### config.mk
export PLATFORM = sky130hd
export DESIGN_NAME = wb_mem_port_fsm
export DESIGN_NICKNAME = d
export VERILOG_FILES = /design/src/rtl/wb_mem_pkg.sv /design/src/rtl/wb_mem_port_fsm.sv
export SDC_FILE = /design/constraint.sdc
export NUM_CORES = 1
export LEC_CHECK = 0
export ABC_AREA = 1
export CAP_MARGIN = 0
export CORE_MARGIN = 2
export CORE_UTILIZATION = 47
export CTS_BUF_LIST = sky130_fd_sc_hd__clkbuf_2
export DETAILED_ROUTE_END_ITERATION = 8
export HOLD_SLACK_MARGIN = 0.03
export PLACE_DENSITY = 0.83
export SYNTH_ARGS = -nofsm -noshare
export SYNTH_HDL_FRONTEND = slang
export SYNTH_SLANG_ARGS = --single-unit
export TNS_END_PERCENT = 30
### constraint.sdc
create_clock -name clk -period 1.4 [get_ports clk]
set_input_delay 0.14 -clock clk [delete_from_list [all_inputs] [get_ports clk]]
set_output_delay 0.14 -clock clk [all_outputs]
set_load 0.005 [all_outputs]
### src/rtl/wb_mem_pkg.sv
// rtl/wb_mem_pkg.sv - shared types and sizing helpers for the Wishbone memory model
// Request fields are sized for the widest supported bus; narrower instances zero-fill the top.
package wb_mem_pkg;

  localparam int WB_MEM_MAX_DW = 128;
  localparam int WB_MEM_MAX_AW = 64;

  typedef enum logic [1:0] {
    IDLE = 2'd0,
    WAIT = 2'd1,
    ACK  = 2'd2
  } wb_mem_state_e;

  typedef struct packed {
    logic                       we;
    logic [WB_MEM_MAX_DW/8-1:0] sel;
    logic [WB_MEM_MAX_AW-1:0]   adr;
    logic [WB_MEM_MAX_DW-1:0]   dat;
  } wb_mem_req_t;

  function automatic int wb_mem_lanes(input int dw);
    return dw / 8;
  endfunction

  function automatic int wb_mem_idx_w(input int n);
    int w;
    w = 0;
    while ((1 << w) < n) w++;
    return w;
  endfunction

endpackage

### src/rtl/wb_mem_port_fsm.sv
// rtl/wb_mem_port_fsm.sv - per-port request latch, wait counter and IDLE/WAIT/ACK sequencer
// access_o pulses in the cycle whose closing edge enters ACK; req_o is the request to act on then.
module wb_mem_port_fsm
  import wb_mem_pkg::*;
#(
  parameter int DW          = 32,
  parameter int AW          = 32,
  parameter int WAIT_STATES = 0
) (
  input  logic              clk,
  input  logic              rst,
  input  logic              cyc_i,
  input  logic              stb_i,
  input  logic              we_i,
  input  logic [DW/8-1:0]   sel_i,
  input  logic [AW-1:0]     adr_i,
  input  logic [DW-1:0]     dat_i,
  output logic              access_o,
  output wb_mem_req_t       req_o
);

  localparam int BL = wb_mem_lanes(DW);
  localparam logic [3:0] CNT_LOAD = (WAIT_STATES == 0) ? 4'd0 : 4'(WAIT_STATES - 1);

  wb_mem_state_e state_q, state_d;
  logic [3:0]    cnt_q, cnt_d;
  wb_mem_req_t   req_q, req_d, live;

  always_comb begin
    live              = '0;
    live.we           = we_i;
    live.sel[BL-1:0]  = sel_i;
    live.adr[AW-1:0]  = adr_i;
    live.dat[DW-1:0]  = dat_i;
    state_d  = state_q;
    cnt_d    = cnt_q;
    req_d    = req_q;
    req_o    = req_q;
    access_o = 1'b0;
    case (state_q)
      IDLE: begin
        if (cyc_i && stb_i) begin
          req_d = live;
          // with no wait states the access happens on the sampling edge itself
          req_o = live;
          if (WAIT_STATES == 0) begin
            state_d  = ACK;
            access_o = 1'b1;
          end else begin
            cnt_d   = CNT_LOAD;
            state_d = WAIT;
          end
        end
      end
      WAIT: begin
        if (!(cyc_i && stb_i)) begin
          state_d = IDLE;
        end else if (cnt_q == 4'd0) begin
          state_d  = ACK;
          access_o = 1'b1;
        end else begin
          cnt_d = cnt_q - 4'd1;
        end
      end
      ACK:     state_d = IDLE;
      default: state_d = IDLE;
    endcase
  end

  always_ff @(posedge clk) begin
    if (rst) begin
      state_q <= IDLE;
      cnt_q   <= 4'd0;
      req_q   <= '0;
    end else begin
      state_q <= state_d;
      cnt_q   <= cnt_d;
      req_q   <= req_d;
    end
  end

endmodule

# [After elaboration in Yosys (flattened, before gate mapping)]
# Index checks and enable logic that the tools add are counted.
[totals] word_cells=26 input_bits=73 out_inout_bits=210 regBits=215
[op_classes] n_addsub=1 bitwise=1 n_eq_ne=3 muxes=10 n_reduce_logical=5
[ops] operator="209-bit 2-to-1 mux" n=2
[ops] operator="2-bit 2-to-1 mux" n=3
[ops] operator="4-bit zero test" n=1
[ops] operator="2-bit case mux with 2 select lines" n=1
[ops] operator="4-bit by 1-bit subtractor with 4-bit output, second input constant" n=1
[ops] operator="1-bit 2-to-1 mux" n=3
[ops] operator="3-bit != test, second input constant" n=1
[ops] operator="3-bit AND reduction" n=1
[ops] operator="2-bit by 1-bit equality test with 1-bit output, second input constant" n=1
[ops] operator="2-bit zero test" n=1
[ops] operator="2-bit != test, second input constant" n=1
[ops] operator="1-bit case mux with 2 select lines" n=1
[ops] operator="2-bit AND reduction" n=1
[ops] operator="1-bit logical AND" n=1
[ops] operator="1-bit NOT" n=1

# [Logic depth before layout (Yosys ltp)]
# Gate-level depths: netlist of run 1.
[logic_depth] word_depth=4 mapped_depth=7 mapped_depth_nobuf=5

# [Worst setup path before layout of run 1]
# OpenSTA, ideal clock, no wires.
[synth_path] path_type="register -> output" start="reg state_q[1]" end="out req_o[155] in the netlist's numbering" path_stages_with_launch=7 path_buffers=1 slack_ns=0.281 t_arrival_ns=0.979 required_ns=1.260 path_cell_list="dfxtp_1 > inv_1 > nand3_1 > clkbuf_1 > nand2_1 > nand2_1 > inv_1"
[synth_lines] element="start: declaration" line_no="wb_mem_port_fsm.sv:25" text="wb_mem_state_e state_q, state_d;"
[synth_lines] element="start signal: assignment" line_no="wb_mem_port_fsm.sv:76" text="state_q <= state_d;"
[synth_lines] element="end: declaration" line_no="wb_mem_port_fsm.sv:19" text="output wb_mem_req_t req_o"

==> metrics.cfg, run 1 <==
[outcome]
status = complete, but fails checks
violations = setup timing

[detailed_routing]
vias = 8814
drt_iter0_markers = 400
wire_per_inst_um = 15.6
first_pass_iters = 4
post-route-drc-count = 0
wirelength_um = 28900
vias_per_cell = 4.75
drtAntennaViolNets = 0

[timing]
tightest_slew_ns = 0.366
hold_viol_final = 0
rsz0062_at_grt = true
clock_skew_ns = 0.0525
fin_crit_ns = 2.30
setup_ws_ns = -0.900
slew_viol_final = 0
whs_ns = 0.0249
slew_headroom_pct = 75.4
period_share_pct = 164
finalSetupViolations = 288
max_freq_mhz = 435

[layout]
drive_gt1_share_pct = 31.2
areaGrowthSynthToFinish_pct = 61.0
seqCellArea_sq_mm = 0.00421
multiInputGateArea_sq_mm = 0.00262
finalNonFillerCells = 1856
final_area_sq_mm = 0.0130
n_antenna_cell = 0
final_util_pct = 78.1
nFillCells = 1022
fin_nets = 1686

[die]
dieWidth_um = 135
io_pins = 283
rows = 47
die_h_um = 135
start_util_pct = 48.5
die-area_sq_mm = 0.0183
core_sq_mm = 0.0167

[place]
io_buffers = 282
placed_cells_incl_taps = 1676
placed_cell_area_sq_mm = 0.0115
routabilityCongestion = 0.780
post-dp-hpwl_um = 14000

[clocking]
clock_sinks = 210
clk_latency_ns = 0.76
clk_pin_slew_worst_paths_ns = 0.14
cts_buffer_depth = 3
htreeDepth = 2
cts_tree = built
cts_buffers = 51
cts-root-buf = clkbuf_2
hold_buffers = 1

[power]
power_leakage_nw = 7.23
peakVddDrop_v = 0.000734
seqPwrFrac_pct = 50.1
power.switching_mw = 3.52
power.density_mw_per_mm2 = 941
intPower_mw = 8.75
p_total_mw = 12.3
power_frac_comb_pct = 19.1
swShare_pct = 28.7
clkPwrFrac_pct = 30.8

[synthesis]
synth_seq_area_share_pct = 51.9
syn_nets = 1259
ys_types = 10
ys_warn_count = 0
syn_avg_cell_area_sq_um = 6.83
ys_ff_latch = 210
syn-cell-area_sq_mm = 0.00810
postSynthCellCount = 1186

[global_routing]
overflow = 0
busiest_layer = met2
grt_usage_pct = 23.6
grt_pass1_vias = 7654
grt_antenna_before_repair = 0
use_met3_pct = 8.68
grt_pass1_wl_um = 35300
grt_max_degree = 54
use_met1_pct = 26.1
grt_use_met2_pct = 41.6

[worst_setup_path]
cp_max_fo = 7
critPathKind = flop to output port
cp.required_ns = 1.26
critPathArrivalTime_ns = 2.16
crit_path_end_kind = output port
critPathLaunchType = flop

[worst_hold_path]
hold_class = input pin to flop

[flow_run]
cap_violations = 0

==> worst paths after layout <==
kind	from	endpoint	slack [ns]	depth (start not counted)
hold reg to reg	req_q[197]$_SDFF_PP0_	req_q[197]$_SDFF_PP0_	0.45	2
setup reg to reg	state_q[1]$_SDFFE_PP0P_	req_q[132]$_SDFF_PP0_	-0.18	10
setup / recovery	state_q[1]$_SDFFE_PP0P_	req_o[10]	-0.90	9
hold / removal	dat_i[30]	req_q[30]$_SDFF_PP0_	0.02	5
==> sequential cells by signal, indices dropped and copies added, names as in the netlist <==
signal and count:
req_q 209, state_q 1
==> layer usage <==
layer,part of all wire (%),vias to the layer above
li1,-,4210
met1,35,4057
met2,51,441
met3,9.2,106
met4,4.6,0
met5,0,-
==> power by group through the flow <==
| stage | clock, mW | combinational [mW] | sequential [mW] |
|---|---|---|---|
| 5_1_grt | 4.15 | 2.50 | 6.16 |
| 2_1_floorplan | 0 | 0.731 | 6.27 |
| 3_3_place_gp | 0 | 1.67 | 6.28 |
| 4_1_cts | 3.77 | 1.81 | 6.14 |
| 6_report | 3.78 | 2.35 | 6.15 |
| 3_5_place_dp | 0 | 1.69 | 6.28 |
==> cell usage after synthesis, drive strengths merged <==
master / count / area [sq um]
buf: 36 / 188
clkbuf: 32 / 120
dfxtp: 210 / 4200
inv: 348 / 1310
nand2: 208 / 781
nand3: 1 / 5.00
nor2: 211 / 795
nor3: 140 / 701
==> area by class of cell <==
class,instances,area share (%)
repair buffers,442,32.5
flip-flops and latches,210,32.3
multi-input cells,560,20.1
inverters,348,10.0
clock buffers,66,2.53
well taps,220,2.11
clock inverters,10,0.499
==> metrics by stage <==
| stage | worst slack, ns | TNS, ns |
|---|---|---|
| finish | -0.900 | -160.45 |
| global route | -1.04 | -187.00 |
| CTS | -1.10 | -197.60 |
| detailed placement | -0.701 | -173.34 |
| global placement | -0.681 | -173.03 |
| floorplan | 0.281 | 0 |
==> kinds of logic after synthesis <==
kind of cell           Yosys count  synth area share [%]
flip-flops                     210                  51.9
AND/OR/NAND/NOR                560                  28.2
buffers and inverters          416                  19.9
==> worst max-delay path, cell delays in order, from the launching register on <==
cell	delay, ns
dfxtp_4	0.38
nor2_4	0.18
buf_8	0.18
buf_6	0.12
buf_12	0.13
buf_8	0.12
nand2_4	0.05
nand2_4	0.09
inv_2	0.05
buf_6	0.11
==> placed cells by master (no fill, tap or decap), drive strengths merged <==
cell,netlist,final
dlymetal6s2s,0,36
bufinv,0,1
clkdlybuf4s50,0,71
clkbuf,32,212
nand2,208,208
buf,36,188
dlygate4sd3,0,1
nand3,1,1
nor2,211,211
nor3,140,140
dfxtp,210,210
clkinv,0,8
inv,348,349
==> repair_timing <==
| item | CTS | global route |
|---|---|---|
| resized for setup | 192 | 530 |
| hold endpoints to repair | 207 | 22 |
| gates cloned | 7 | 19 |
| setup buffers | 21 | 58 |
| pin swaps | 7 | 29 |
| endpoints found under the setup margin | 261 | 214 |
Power figures use the tool's default switching activity.
==> inputs of run 2 (changes only) <==
--- a/constraint.sdc
+++ b/constraint.sdc
@@ -3,2 +3,2 @@
 set_output_delay 0.14 -clock clk [all_outputs]
-set_load 0.005 [all_outputs]
+set_load 0.05 [all_outputs]
==> run 2 against run 1 <==
  * The flow still finishes with violations (setup timing)
  * Global-route usage up 2.3 points
  * Non-clock buffer count down 38
  * Clock skew up 0.028 ns
  * Critical endpoint is now req_o[144]
  * Largest power group unchanged
  * Highest routed layer unchanged
==> metrics.cfg, run 2 (synthesized netlist as in run 1, its figures left out) <==
[clocking]
htreeDepth = 2
cts_buffer_depth = 3
clock_sinks = 210
hold_buffers = 1
cts_tree = built
clk_pin_slew_worst_paths_ns = 0.15
cts-root-buf = clkbuf_2
cts_buffers = 49
clk_latency_ns = 0.81

[timing]
slew_headroom_pct = 74.8
rsz0062_at_grt = true
fin_crit_ns = 2.41
slew_viol_final = 0
finalSetupViolations = 297
period_share_pct = 172
tns_ns = -178.66
setup_ws_ns = -1.01
clock_skew_ns = 0.0810
tightest_slew_ns = 0.378
max_freq_mhz = 416
hold_viol_final = 0
whs_ns = 0.00343

[layout]
fin_nets = 1646
n_antenna_cell = 0
finalNonFillerCells = 1827
mostFrequentLayoutCells = 307 x inv_1, 209 x dfxtp_1, 177 x buf_6, 138 x nor3_1, 131 x nor2_1
largest_reg_flops = 209
top_register = req_q
final_util_pct = 82.6
layout_commonest_cell = inv_1
final_area_sq_mm = 0.0138
areaGrowthSynthToFinish_pct = 70.4
reg_top3 = req_q x209, state_q x1
drive_gt1_share_pct = 38.6

[power]
power_leakage_nw = 6.59
power.density_mw_per_mm2 = 970
peakVddDrop_v = 0.000681

[detailed_routing]
first_pass_iters = 5
post-route-drc-count = 0
vias_per_cell = 4.92
vias = 8989
wire_per_inst_um = 16.7
drt_iter0_markers = 536
wirelength_um = 30500
drtAntennaViolNets = 0

[worst_setup_path]
crit_start = state_q[1]$_SDFFE_PP0P_
cp.required_ns = 1.26
cp_max_fo = 9
critPathKind = flop to output port
r2r_slack_ns = -0.80
cp_slowest_cell = dfxtp_4
path_buf_inv = 5
critPathArrivalTime_ns = 2.27
cp_cell_sequence = inv_2 > nand3_4 > buf_6 > buf_16 > nand2_2 > nand2_1 > inv_1 > buf_6
critPathLaunchType = flop
slowest_delay_ns = 0.40
crit_path_frequent_cell = buf_6
r2r-start = state_q[1]$_SDFFE_PP0P_
crit_path_end_kind = output port
cp_top_family = buffers and inverters

[die]
rows = 47
io_pins = 283
die_h_um = 135
core_sq_mm = 0.0167
start_util_pct = 48.5
dieWidth_um = 135
die-area_sq_mm = 0.0183

[place]
io_buffers = 282
routabilityCongestion = 0.799
placed_cell_area_sq_mm = 0.0112
post-dp-hpwl_um = 13900
placed_cells_incl_taps = 1695

[flow_run]
cap_violations = 0

[global_routing]
grt_usage_pct = 25.9
grt_max_degree = 51
grt_pass1_vias = 8360
grt_antenna_before_repair = 0
grt_pass1_wl_um = 38200
overflow = 0

[worst_hold_path]
hold_class = input pin to flop
hp-start = adr_i[30]

[outcome]
violations = setup timing
status = complete, but fails checks

## run 2: worst register-to-register path: cells and delay by family, from the launching register on
kind,cells,cell delay (ns)
and+or+nand+nor,4,0.32
DFF,1,0.40
buffers and inverters,11,1.40
## run 2: cell type report
type / instances / area, sq um
tap: 220 / 275
inverter: 348 / 1310
timing repair buffer: 404 / 4650
multi-input combinational: 560 / 2940
fill: 820 / 2900
clock inverter: 12 / 53.8
clock buffer: 73 / 365
sequential: 210 / 4210
## run 2: path summary, 6_finish.rpt
kind	endpoint	cells after the start
worst max-delay path	req_o[144]	8
worst min-delay path	req_q[158]$_SDFF_PP0_	5
worst max register to register	req_q[152]$_SDFF_PP0_	15
worst min register to register	req_q[179]$_SDFF_PP0_	2
## run 2: metal layers
metal  share of wire, %  routed length (um)  global-route usage (%)
met4                6.0                1840                    12.8
met2                 50               15300                    46.3
met1                 35               10600                    27.1
met5                  0                   0                       0
met3                9.3                2830                    8.72
## run 2: repair_timing
item / in CTS / in global routing
hold endpoints to repair: 210 / 1
pin swaps: 15 / 6
gates resized for setup: 228 / 258
gates cloned: 5 / 6
endpoints found under the setup margin: 210 / 228
setup buffers: 31 / 4
## run 2: metrics by stage
| step | worst slack, ns | power [mW] |
|---|---|---|
| finish | -1.01 | 13.4 |
| global route | -1.04 | 13.9 |
| CTS | -0.780 | 12.9 |
| detailed placement | -0.331 | 8.70 |
| global placement | -0.289 | 8.67 |
| floorplan | -0.211 | 7.73 |
## run 2: where the power goes
group | total, mW | switching, mW | internal [mW]
sequential | 6.16 | 0.0492 | 6.11
combinational | 3.41 | 2.01 | 1.40
clock | 3.82 | 2.44 | 1.38
